--- src/rtl/core_pkg.sv ---
// Shared core definitions: branch-scheduler state encoding, PC defaults
// and the flush-counter helper.
package core_pkg;

    typedef enum logic [1:0] {
        ST_RUN   = 2'd0,
        ST_LINK  = 2'd1,
        ST_FLUSH = 2'd2
    } state_t;

    localparam int unsigned PC_W_DEF     = 32;
    localparam logic [31:0] RESET_PC_DEF = 32'h0000_0000;
    localparam int unsigned CNT_W        = 3;

    function automatic logic [CNT_W-1:0] cnt_dec_sat(input logic [CNT_W-1:0] c);
        return (c == '0) ? '0 : c - CNT_W'(1);
    endfunction

endpackage

--- src/rtl/pc_branch_sched_if.sv ---
// Branch-request, PC/flush and link-register write-back bundle between
// decode/execute, fetch, the register file and the PC scheduler.
interface pc_branch_sched_if
    import core_pkg::*;
#(
    parameter int unsigned PC_W = PC_W_DEF
) ();

    logic            stall;
    logic            br_imm_req;
    logic [PC_W-1:0] br_imm_tgt;
    logic            br_imm_link;
    logic            br_reg_req;
    logic [PC_W-1:0] br_reg_val;
    logic            br_reg_link;
    logic            br_ack;
    logic [PC_W-1:0] pc;
    logic            flush;
    logic            lr_we;
    logic [PC_W-1:0] lr_data;
    logic            lr_ack;
    logic            busy;

    modport master (
        output stall, br_imm_req, br_imm_tgt, br_imm_link,
               br_reg_req, br_reg_val, br_reg_link, lr_ack,
        input  br_ack, pc, flush, lr_we, lr_data, busy
    );

    modport slave (
        input  stall, br_imm_req, br_imm_tgt, br_imm_link,
               br_reg_req, br_reg_val, br_reg_link, lr_ack,
        output br_ack, pc, flush, lr_we, lr_data, busy
    );

endinterface

--- src/rtl/pc_next_mux.sv ---
// Next-PC source select: register branch > immediate branch > sequential
// step; also forms the link value from the branching instruction's PC.
module pc_next_mux #(
    parameter int unsigned PC_W     = 32,
    parameter int unsigned PC_STEP  = 1,
    parameter int unsigned LINK_OFF = 1
) (
    input  logic [PC_W-1:0] i_pc,
    input  logic            i_run,
    input  logic            i_stall,
    input  logic            i_reg_req,
    input  logic [PC_W-1:0] i_reg_val,
    input  logic            i_reg_link,
    input  logic            i_imm_req,
    input  logic [PC_W-1:0] i_imm_tgt,
    input  logic            i_imm_link,
    output logic [PC_W-1:0] o_pc_nxt,
    output logic            o_take,
    output logic            o_link,
    output logic [PC_W-1:0] o_lr_val
);

    assign o_lr_val = i_pc + PC_W'(LINK_OFF);

    always_comb begin
        o_pc_nxt = i_pc;
        o_take   = 1'b0;
        o_link   = 1'b0;
        if (i_run) begin
            // A losing simultaneous immediate request gets no ack and must be re-presented.
            if (i_reg_req) begin
                o_pc_nxt = i_reg_val;
                o_take   = 1'b1;
                o_link   = i_reg_link;
            end else if (i_imm_req) begin
                o_pc_nxt = i_imm_tgt;
                o_take   = 1'b1;
                o_link   = i_imm_link;
            end else if (!i_stall) begin
                o_pc_nxt = i_pc + PC_W'(PC_STEP);
            end
        end
    end

endmodule

--- src/rtl/pc_branch_sched.sv ---
// Architectural PC owner: accepts branches, sequences the LR write-back
// handshake and holds fetch in flush for FLUSH_CYC cycles after a taken branch.
module pc_branch_sched
    import core_pkg::*;
#(
    parameter int unsigned     PC_W      = PC_W_DEF,
    parameter int unsigned     PC_STEP   = 1,
    parameter int unsigned     LINK_OFF  = 1,
    parameter int unsigned     FLUSH_CYC = 2,
    parameter logic [PC_W-1:0] RESET_PC  = PC_W'(RESET_PC_DEF)
) (
    input logic             clk,
    input logic             rst_n,
    pc_branch_sched_if.slave bus
);

    localparam logic [CNT_W-1:0] CNT_INIT = CNT_W'(FLUSH_CYC - 1);

    state_t           r_state;
    logic [PC_W-1:0]  r_pc;
    logic             r_flush;
    logic             r_lr_we;
    logic [PC_W-1:0]  r_lr_data;
    logic [CNT_W-1:0] r_cnt;

    state_t           w_state_nxt;
    logic [PC_W-1:0]  w_pc_nxt;
    logic             w_flush_nxt;
    logic             w_lr_we_nxt;
    logic [PC_W-1:0]  w_lr_data_nxt;
    logic [CNT_W-1:0] w_cnt_nxt;
    logic             w_run;
    logic             w_take;
    logic             w_link;
    logic [PC_W-1:0]  w_lr_val;

    assign w_run = (r_state == ST_RUN);

    pc_next_mux #(
        .PC_W     (PC_W),
        .PC_STEP  (PC_STEP),
        .LINK_OFF (LINK_OFF)
    ) u_next (
        .i_pc       (r_pc),
        .i_run      (w_run),
        .i_stall    (bus.stall),
        .i_reg_req  (bus.br_reg_req),
        .i_reg_val  (bus.br_reg_val),
        .i_reg_link (bus.br_reg_link),
        .i_imm_req  (bus.br_imm_req),
        .i_imm_tgt  (bus.br_imm_tgt),
        .i_imm_link (bus.br_imm_link),
        .o_pc_nxt   (w_pc_nxt),
        .o_take     (w_take),
        .o_link     (w_link),
        .o_lr_val   (w_lr_val)
    );

    always_ff @(posedge clk or negedge rst_n) begin
        if (!rst_n) begin
            r_state   <= ST_RUN;
            r_pc      <= RESET_PC;
            r_flush   <= 1'b0;
            r_lr_we   <= 1'b0;
            r_lr_data <= '0;
            r_cnt     <= '0;
        end else begin
            r_state   <= w_state_nxt;
            r_pc      <= w_pc_nxt;
            r_flush   <= w_flush_nxt;
            r_lr_we   <= w_lr_we_nxt;
            r_lr_data <= w_lr_data_nxt;
            r_cnt     <= w_cnt_nxt;
        end
    end

    always_comb begin
        w_state_nxt   = r_state;
        w_flush_nxt   = r_flush;
        w_lr_we_nxt   = r_lr_we;
        w_lr_data_nxt = r_lr_data;
        w_cnt_nxt     = r_cnt;
        unique case (r_state)
            ST_RUN: begin
                if (w_take) begin
                    w_flush_nxt = 1'b1;
                    w_cnt_nxt   = CNT_INIT;
                    if (w_link) begin
                        w_lr_we_nxt   = 1'b1;
                        w_lr_data_nxt = w_lr_val;
                        w_state_nxt   = ST_LINK;
                    end else begin
                        w_state_nxt = ST_FLUSH;
                    end
                end
            end
            ST_LINK: begin
                // Flush time keeps elapsing while the register file is busy.
                w_cnt_nxt = cnt_dec_sat(r_cnt);
                if (bus.lr_ack) begin
                    w_lr_we_nxt = 1'b0;
                    if (r_cnt != '0) begin
                        w_state_nxt = ST_FLUSH;
                    end else begin
                        w_state_nxt = ST_RUN;
                        w_flush_nxt = 1'b0;
                    end
                end
            end
            ST_FLUSH: begin
                if (r_cnt == '0) begin
                    w_state_nxt = ST_RUN;
                    w_flush_nxt = 1'b0;
                end else begin
                    w_cnt_nxt = r_cnt - CNT_W'(1);
                end
            end
            default: begin
                w_state_nxt = ST_RUN;
                w_flush_nxt = 1'b0;
                w_lr_we_nxt = 1'b0;
            end
        endcase
    end

    assign bus.br_ack  = w_take;
    assign bus.pc      = r_pc;
    assign bus.flush   = r_flush;
    assign bus.lr_we   = r_lr_we;
    assign bus.lr_data = r_lr_data;
    assign bus.busy    = !w_run;

endmodule

--- src/flat_wrapper.sv ---
// flat-port wrapper written by rule: the top's interface ports become plain ports
module pc_branch_sched_flat import core_pkg::*;
#(
    parameter int unsigned     PC_W      = PC_W_DEF,
    parameter int unsigned     PC_STEP   = 1,
    parameter int unsigned     LINK_OFF  = 1,
    parameter int unsigned     FLUSH_CYC = 2,
    parameter logic [PC_W-1:0] RESET_PC  = PC_W'(RESET_PC_DEF)
)
  (clk, rst_n, bus_stall, bus_br_imm_req, bus_br_imm_tgt, bus_br_imm_link, bus_br_reg_req, bus_br_reg_val, bus_br_reg_link, bus_lr_ack, bus_br_ack, bus_pc, bus_flush, bus_lr_we, bus_lr_data, bus_busy);
  pc_branch_sched_if #(.PC_W(PC_W)) bus_i ();
  input logic clk;
  input logic rst_n;
  input wire logic [$bits(bus_i.stall)-1:0] bus_stall;
  input wire logic [$bits(bus_i.br_imm_req)-1:0] bus_br_imm_req;
  input wire logic [$bits(bus_i.br_imm_tgt)-1:0] bus_br_imm_tgt;
  input wire logic [$bits(bus_i.br_imm_link)-1:0] bus_br_imm_link;
  input wire logic [$bits(bus_i.br_reg_req)-1:0] bus_br_reg_req;
  input wire logic [$bits(bus_i.br_reg_val)-1:0] bus_br_reg_val;
  input wire logic [$bits(bus_i.br_reg_link)-1:0] bus_br_reg_link;
  input wire logic [$bits(bus_i.lr_ack)-1:0] bus_lr_ack;
  output wire logic [$bits(bus_i.br_ack)-1:0] bus_br_ack;
  output wire logic [$bits(bus_i.pc)-1:0] bus_pc;
  output wire logic [$bits(bus_i.flush)-1:0] bus_flush;
  output wire logic [$bits(bus_i.lr_we)-1:0] bus_lr_we;
  output wire logic [$bits(bus_i.lr_data)-1:0] bus_lr_data;
  output wire logic [$bits(bus_i.busy)-1:0] bus_busy;
  assign bus_i.stall = bus_stall;
  assign bus_i.br_imm_req = bus_br_imm_req;
  assign bus_i.br_imm_tgt = bus_br_imm_tgt;
  assign bus_i.br_imm_link = bus_br_imm_link;
  assign bus_i.br_reg_req = bus_br_reg_req;
  assign bus_i.br_reg_val = bus_br_reg_val;
  assign bus_i.br_reg_link = bus_br_reg_link;
  assign bus_i.lr_ack = bus_lr_ack;
  assign bus_br_ack = bus_i.br_ack;
  assign bus_pc = bus_i.pc;
  assign bus_flush = bus_i.flush;
  assign bus_lr_we = bus_i.lr_we;
  assign bus_lr_data = bus_i.lr_data;
  assign bus_busy = bus_i.busy;
  pc_branch_sched #(.PC_W(PC_W), .PC_STEP(PC_STEP), .LINK_OFF(LINK_OFF), .FLUSH_CYC(FLUSH_CYC), .RESET_PC(RESET_PC)) u_core (.clk(clk), .rst_n(rst_n), .bus(bus_i));
endmodule
--- config.mk ---
export PLATFORM = sky130hd
export DESIGN_NAME = pc_branch_sched_flat
export DESIGN_NICKNAME = d
export VERILOG_FILES = /design/src/rtl/core_pkg.sv /design/src/rtl/pc_branch_sched_if.sv /design/src/rtl/pc_next_mux.sv /design/src/rtl/pc_branch_sched.sv /design/src/flat_wrapper.sv
export SDC_FILE = /design/constraint.sdc
export NUM_CORES = 1
export LEC_CHECK = 0
export CAP_MARGIN = 20
export CORE_MARGIN = 5
export CORE_UTILIZATION = 48
export CTS_CLUSTER_DIAMETER = 200
export DETAILED_ROUTE_END_ITERATION = 6
export PLACE_DENSITY = 0.81
export SLEW_MARGIN = 25
export SYNTH_ARGS = -nofsm -noshare
export SYNTH_HDL_FRONTEND = slang
export SYNTH_SLANG_ARGS = --single-unit
--- constraint.sdc ---
create_clock -name clk -period 2.5 [get_ports clk]
set_input_delay 0.625 -clock clk [delete_from_list [all_inputs] [get_ports clk]]
set_output_delay 0.625 -clock clk [all_outputs]
set_load 0.05 [all_outputs]
**Yosys cells after proc, flatten, opt, wreduce, memory -nomap -nowiden**

Index checks and enable logic that the tools add are counted.

- $add $sub $neg: 2
- Reductions and logical operators: 11
- Mux-type cells: 28
- Bitwise gates (word level): 1
- Equal/unequal tests: 9

Operators by type and width:

| kind | count |
|---|---|
| 32-bit 2-to-1 mux | 3 |
| 32-bit by 1-bit adder with 32-bit output (second input constant) | 1 |
| 1-bit 2-to-1 mux | 13 |
| 2-bit 2-to-1 mux | 5 |
| 2-bit inequality test (second input constant) | 5 |
| 3-bit 2-to-1 mux | 3 |
| 3-bit one-hot mux with 3 select lines | 1 |
| 3-bit AND reduction | 3 |
| 4-bit AND reduction | 2 |
| 1-bit one-hot mux with 3 select lines | 2 |
| 2-bit one-hot mux with 3 select lines | 1 |
| 3-bit nonzero test | 2 |
| 3-bit zero test | 1 |
| 3-bit by 1-bit inequality test with 1-bit output (second input constant) | 1 |
| 3-bit by 1-bit subtractor with 3-bit output (second input constant) | 1 |
| 2-bit by 1-bit equality test with 1-bit output (second input constant) | 1 |
| 2-bit equality test (second input constant) | 1 |
| 2-bit zero test | 1 |
| 2-bit by 1-bit inequality test with 1-bit output (second input constant) | 1 |
| 2-bit AND reduction | 1 |
| 1-bit zero test | 1 |
| 1-bit inverter | 1 |

- Output and inout port bits: 68
- Word-level logic and storage cells: 57
- Register bits after elaboration: 71
- Input port bits: 72

**Longest topological paths before layout**

Gate-level depths: netlist of the first run.

- Depth in word-level cells: 6
- Depth in mapped cells: 8
- Gate-level depth less buffers: 6

**Modules after synthesis**

From an unflattened synthesis of the first run, not the netlist that was laid out.

- Cells, all modules: 467
- Area, all modules: 4496.8 um2

Modules (own cells, without submodules):

| module | area each (um2) | instances | sequential area each (um2) | cells each |
|---|---|---|---|---|
| pc_branch_sched | 2478.6 | 1 | 1776.7 | 143 |
| pc_next_mux | 2018.2 | 1 | 0.0 | 324 |

**Worst setup path after synthesis of the first run**

OpenSTA, ideal clock, no wires.

- Path kind: input -> output
- Start point: in bus_br_reg_req
- End point: out bus_br_ack
- Stages: 5
- Arrival: 2005 ps
- Buffers on the path: 3
- Data required time: 1875 ps
- Slack: -130 ps
- Cell sequence: clkbuf_1 nor2_1 clkbuf_1 buf_1 nor2_1

- Cells in the longest elaborated chain, start to end: 2

Ends and longest elaborated chain:

| element | RTL line | source |
|---|---|---|
| from (decl) | flat_wrapper.sv:18 | `input wire logic [$bits(bus_i.br_reg_req)-1:0] bus_br_reg_req;` |
| 1-bit 2-to-1 mux | pc_next_mux.sv:31 | `if (i_reg_req) begin` |
| 1-bit 2-to-1 mux | pc_next_mux.sv:29 | `if (i_run) begin` |
| to (decl) | flat_wrapper.sv:22 | `output wire logic [$bits(bus_i.br_ack)-1:0] bus_br_ack;` |

No other way between the ends.

**Worst setup path after layout of the first run**

Same ends and word-level chain as after synthesis.

==> reports/metrics.csv, run 1 <==
metric,value,unit
synth_top_area_cell,dfrtp_1,
hp-class,input port to async pin,
ys_ff_latch,71,
area_growth_syn_to_layout,39.9,%
grt_max_degree,72,
wl_per_cell,19.6,um
antenna_found_initial,0,
drt-initial-drc-count,348,
routed_wl,15.9,mm
cts_made_buffers,9,
setup_viol_count_final,0,
slew_viol_final,0,
rsz0062_at_grt,no,
core_region_area,9330,um^2
row_count,35,
ir_drop,877,uV
fin_cells,814,
final.fill_count,758,
grt_pass1_vias,4880,
clk_pin_slew,80,ps
seq_area,1780,um^2
startpoint_type,input port,
cts_buffer_depth,2,
cts_tree,built,
synth_edf_count,0,
start_util,49.7,%
tightest_slew,641,ps
final_antenna_net_count,0,
period_needed,2430,ps
ctsHtreeMaxLevel,3,
cts_hold_buf,0,
clock_skew,7.27,ps
crit_arrival,1810,ps
ys_seq_area_share,38.3,%
clock-sinks,71,
clock_latency,350,ps
maxCapViolCount,0,
track_usage,27.6,%
drc_errors,0,
crit_type,input port to primary output,
hpwl,11.9,mm
grt_pass1_wl,25.4,mm
hold_viol,0,
yosys-top-cells-area,"dfrtp_1 38%, a21oi_1 3.8%, nor2_1 3.7%",
clockRootBuffer,clkbuf_8,
gr-total-overflow,0,
yosysMostFrequentCell,dfrtp_1,
syn_nets,618,
p_per_area,1360,nW/um^2
finalPower,8.85,mW
die_x,108,um
whs,282,ps
fin_crit_sh,97.4,%
timing.slew.headroom,56.9,%
syn_avg_cell_area,8.58,um^2
synth_area,4640,um^2
place.gp.congestion,0.917,
nets,759,
multiInputGateArea,2570,um^2
synthDominantCellAreaShare,38.3,%
async_flop_share,100,%
num_vias,5108,
clock.fmax,411,MHz
port_buffers,139,
die_area,11700,um^2
dr.pass1.iters,7,
worstPathMaxFanout,8,
ys_top_cells_by_count,"71 x dfrtp_1, 46 x nor2_1, 35 x a21oi_1",
synth_cell_types,63,
crit_required,1880,ps
crit_path_end_kind,primary output,
leakagePower,2.52,nW
die_height,108,um
placed_cells,799,
via_per_inst,6.28,
synthFlopType,dfrtp_1,
status,"complete, no violations",
syn_inst,540,
ioPinCount,140,
drive_gt1_share,10.2,%
antenna_cells,0,
ys_warn_count,0,
fin_setup_tns,0,ps
## path summary, 6_finish.rpt
path                              startpoint                     to  slack [ps]  depth (start not counted)
max                           bus_br_reg_req             bus_br_ack          70                          5
min                                    rst_n  u_core.bus.lr_data[5]         280                          2
max reg2reg                u_core.r_state[0]      u_core.bus.pc[28]         280                          6
min reg2reg                 u_core.bus.lr_we       u_core.bus.lr_we         510                          1
max in group asynchronous              rst_n      u_core.r_state[0]        1900                          2
min in group clk            u_core.bus.lr_we       u_core.bus.lr_we         510                          1
## registers in the layout, summed over array words and instances, names as in the netlist
register / cells
u_core.r_state: 2
u_core.r_cnt: 3
u_core.bus.lr_data: 32
u_core.bus.lr_we: 1
u_core.bus.pc: 32
u_core.bus.flush: 1
## layout by cell type (no fill, tap or decap), types with 14 or more instances in the layout
cell type / instances
inv_1: 20
o21ai_0: 26
o31ai_1: 16
nand4_1: 18
nand3_1: 24
nand2_1: 27
a22o_1: 15
a21oi_1: 35
or4_1: 14
nor2_1: 44
a31oi_1: 18
clkdlybuf4s50_1: 136
dfrtp_1: 71
buf_4: 39
## layer usage
layer	vias up	GRT usage [%]	share of wire, %
met5	-	0	0
met4	0	12.1	2.5
met3	37	4.42	9.7
met2	311	43.1	47
met1	2435	37.8	41
li1	2325	-	-
## kinds of logic (layout without fill, tap and decap cells)
| family | Yosys count | after routing | synth area share [%] |
|---|---|---|---|
| AND/OR/NAND/NOR | 201 | 201 | 24.3 |
| AO/OA/AOI/OAI | 166 | 166 | 24.3 |
| buffers and inverters | 72 | 217 | 6.45 |
| flip-flops | 71 | 71 | 38.3 |
| multiplexers | 14 | 14 | 3.10 |
| XOR/XNOR | 10 | 10 | 1.89 |
| adder cells (fa/ha/maj) | 6 | 6 | 1.62 |
## what timing repair did
action,4_1_cts,5_1_grt
gates cloned,0,0
setup endpoints to repair,1,1
buffers inserted,0,0
gates resized for setup,2,1
## metrics by stage
step / worst slack (ps) / cell area (um^2) / util, %
final: 65.8 / 6480 / 69.5
after global routing: 18.9 / 6480 / 69.5
after CTS: 53.5 / 6480 / 69.5
after detailed placement: -16.9 / 6310 / 67.7
after global placement: -15.1 / 6310 / 67.7
after floorplan: 91.9 / 4640 / -
## critical path, cell delays in order
cell and delay [ps]:
clkdlybuf4s50_1 540, buf_4 180, nor2_1 90, nor2_2 180, buf_6 190
## power breakdown
part / internal [mW] / total, mW / switching, mW
combinational: 2.04 / 5.66 / 3.63
clock: 0.377 / 0.819 / 0.442
sequential: 1.71 / 2.36 / 0.657
## area by class of cell
cell class                 count  area share (%)
clock buffer                  11            2.18
clock inverter                 4           0.347
inverter                      22            1.29
multi-input combinational    397            39.6
sequential                    71            27.4
tap                          129            2.49
timing repair buffer         180            26.7
(Power assumes the default switching activity.)
==> inputs of run 2 (changes only) <==
--- a/config.mk
+++ b/config.mk
@@ -10,7 +10,7 @@
 export CORE_UTILIZATION = 48
 export CTS_CLUSTER_DIAMETER = 200
 export DETAILED_ROUTE_END_ITERATION = 6
-export PLACE_DENSITY = 0.81
+export PLACE_DENSITY = 0.86
 export SLEW_MARGIN = 25
 export SYNTH_ARGS = -nofsm -noshare
 export SYNTH_HDL_FRONTEND = slang
==> reports/metrics.csv, run 2 (same netlist as run 1, synthesis figures left out) <==
metric,value,unit,change
cp-startpoint,u_core.r_state[0],,was bus_br_reg_req
cts_buffer_depth,2,,unchanged
clkPwrFrac,12.4,%,was 9.3%
drive_gt1_share,10.3,%,was 10.2%
antenna_cells,0,,unchanged
clock_skew,6.69,ps,was 7.27 ps
cts_hold_buf,0,,unchanged
postLayoutCoreUtil,70.2,%,was 69.5%
die_height,108,um,unchanged
layout_setup_ws,71.8,ps,was 65.8 ps
period_needed,2430,ps,about the same
ctsHtreeMaxLevel,3,,unchanged
hp-class,input port to async pin,,unchanged
nets,759,,unchanged
track_usage,27.7,%,was 27.6%
grt_max_degree,34,,was 72
via_per_inst,6.34,,was 6.28
die_area,11700,um^2,unchanged
p_per_area,1400,nW/um^2,was 1360 nW/um^2
layout_commonest_cell,clkdlybuf4s50_1,,unchanged
place.gp.congestion,0.934,,was 0.917
ioPinCount,140,,unchanged
clk_pin_slew,80,ps,about the same
r2r-start,u_core.bus.pc[1],,was u_core.r_state[0]
crit_path_end_kind,primary output,,unchanged
clockRootBuffer,clkbuf_8,,unchanged
p_comb_share,61.1,%,was 64.0%
rsz0062_at_grt,no,,unchanged
finalPower,9.15,mW,was 8.85 mW
final_antenna_net_count,0,,unchanged
area_growth_syn_to_layout,41.2,%,was 39.9%
wl_per_cell,20.0,um,was 19.6 um
switching_share,52.3,%,was 53.4%
leakagePower,2.54,nW,was 2.52 nW
rr_endpoint,u_core.bus.lr_data[30],,was u_core.bus.pc[28]
clock-sinks,71,,unchanged
grt_pass1_wl,25.6,mm,was 25.4 mm
post-place-ws,-34.0,ps,was -16.9 ps
final_cell_mix,"135 x clkdlybuf4s50_1, 71 x dfrtp_1, 43 x nor2_1",,"was 136 x clkdlybuf4s50_1, 71 x dfrtp_1, 44 x nor2_1"
crit_type,register to primary output,,was input port to primary output
setup_viol_count_final,0,,unchanged
startpoint_type,register,,was input port
grt_pass1_vias,4967,,"was 4,880"
core_region_area,9330,um^2,unchanged
start_util,49.7,%,unchanged
clock_latency,350,ps,about the same
crit_required,1880,ps,about the same
hpwl,11.9,mm,about the same
num_vias,5169,,"was 5,108"
status,"complete, no violations",,unchanged
dr.pass1.iters,6,,was 7
port_buffers,139,,unchanged
crit_chain,inv_1 > ha_1 > buf_4 > clkinv_2 > nor2_4 > buf_6,,was clkdlybuf4s50_1 > buf_4 > nor2_1 > nor2_2 > buf_6
postCtsSetupBuffers,0,,unchanged
tightest_slew,639,ps,was 641 ps
row_count,35,,unchanged
final.fill_count,694,,was 758
drc_errors,0,,unchanged
slew_viol_final,0,,unchanged
cts_made_buffers,9,,unchanged
timing.slew.headroom,57.0,%,was 56.9%
slowest_delay,390,ps,was 540 ps
slowest_stage,dfrtp_1,,was clkdlybuf4s50_1
fin_crit_sh,97.1,%,was 97.4%
cts_tree,built,,unchanged
r2r_slack,260,ps,was 280 ps
crit_arrival,1800,ps,was 1810 ps
p_sw,4.79,mW,was 4.73 mW
hold_viol,0,,unchanged
rr_worst_depth,6,,unchanged
whs,270,ps,was 282 ps
crit_family,buffers and inverters,,unchanged
p_int,4.37,mW,was 4.12 mW
seqPwrFrac,26.5,%,was 26.7%
gr-total-overflow,0,,unchanged
cp_num_buf_inv,4,,was 3
ir_drop,874,uV,was 877 uV
routed_wl,16.3,mm,was 15.9 mm
maxCapViolCount,0,,unchanged
die_x,108,um,unchanged
drt-initial-drc-count,601,,was 348
clock.fmax,412,MHz,was 411 MHz
final_area,6550,um^2,was 6480 um^2
placed_area,6300,um^2,was 6310 um^2
worstPathMaxFanout,8,,unchanged
antenna_found_initial,0,,unchanged
==> run 2: what timing repair did <==
item                                    in CTS  in global routing
endpoints found under the setup margin       1                  1
gates resized for setup                      1                  3
pin swaps                                    0                  0
gates cloned                                 0                  0
==> run 2: routing by layer <==
layer  share of wire [%]  up-vias  wire (um)  track usage (%)
met5                   0        -          0                0
met4                 3.9        0        632             12.4
met3                  10       59       1660             4.78
met2                  47      368       7700             45.2
met1                  39     2414       6290             36.1
li1                    -     2328          -                -
==> run 2: area by class of cell <==
type	instances	area (um^2)	share of cell area, %
clock buffer	11	131	2.01
tap	129	161	2.47
sequential	71	1780	27.1
timing repair buffer	180	1710	26.2
multi-input combinational	397	2570	39.3
clock inverter	5	106	1.62
inverter	22	83.8	1.28
==> run 2: worst register-to-register path, stage by stage (launching register included) <==
cell	delay [ps]
dfrtp_1	450
ha_1	320
and3_1	360
nand4_1	130
buf_4	210
or4_1	500
a31oi_1	190
==> run 2: metrics by stage <==
| stage | cells | setup TNS (ps) |
|---|---|---|
| finish | 815 | 0 |
| global route | 815 | 0 |
| CTS | 815 | 0 |
| detailed placement | 799 | -195 |
| global placement | 799 | 0 |
| floorplan | 540 | 0 |
==> run 2: power by group through the flow <==
stage | sequential (mW) | clock (mW) | combinational (mW)
2_1_floorplan | 4.00 | 0 | 1.94
3_3_place_gp | 2.37 | 0 | 5.40
3_5_place_dp | 2.40 | 0 | 5.52
4_1_cts | 2.40 | 1.13 | 5.56
5_1_grt | 2.51 | 1.19 | 5.88
6_report | 2.42 | 1.13 | 5.60
==> run 2: worst max-delay path by stage <==
stage                              to  cells past startpoint
floorplan                  bus_br_ack                      5
global placement    u_core.bus.pc[28]                      5
detailed placement  u_core.bus.pc[25]                      7
CTS                        bus_br_ack                      5
global route               bus_br_ack                      6
finish                     bus_br_ack                      6
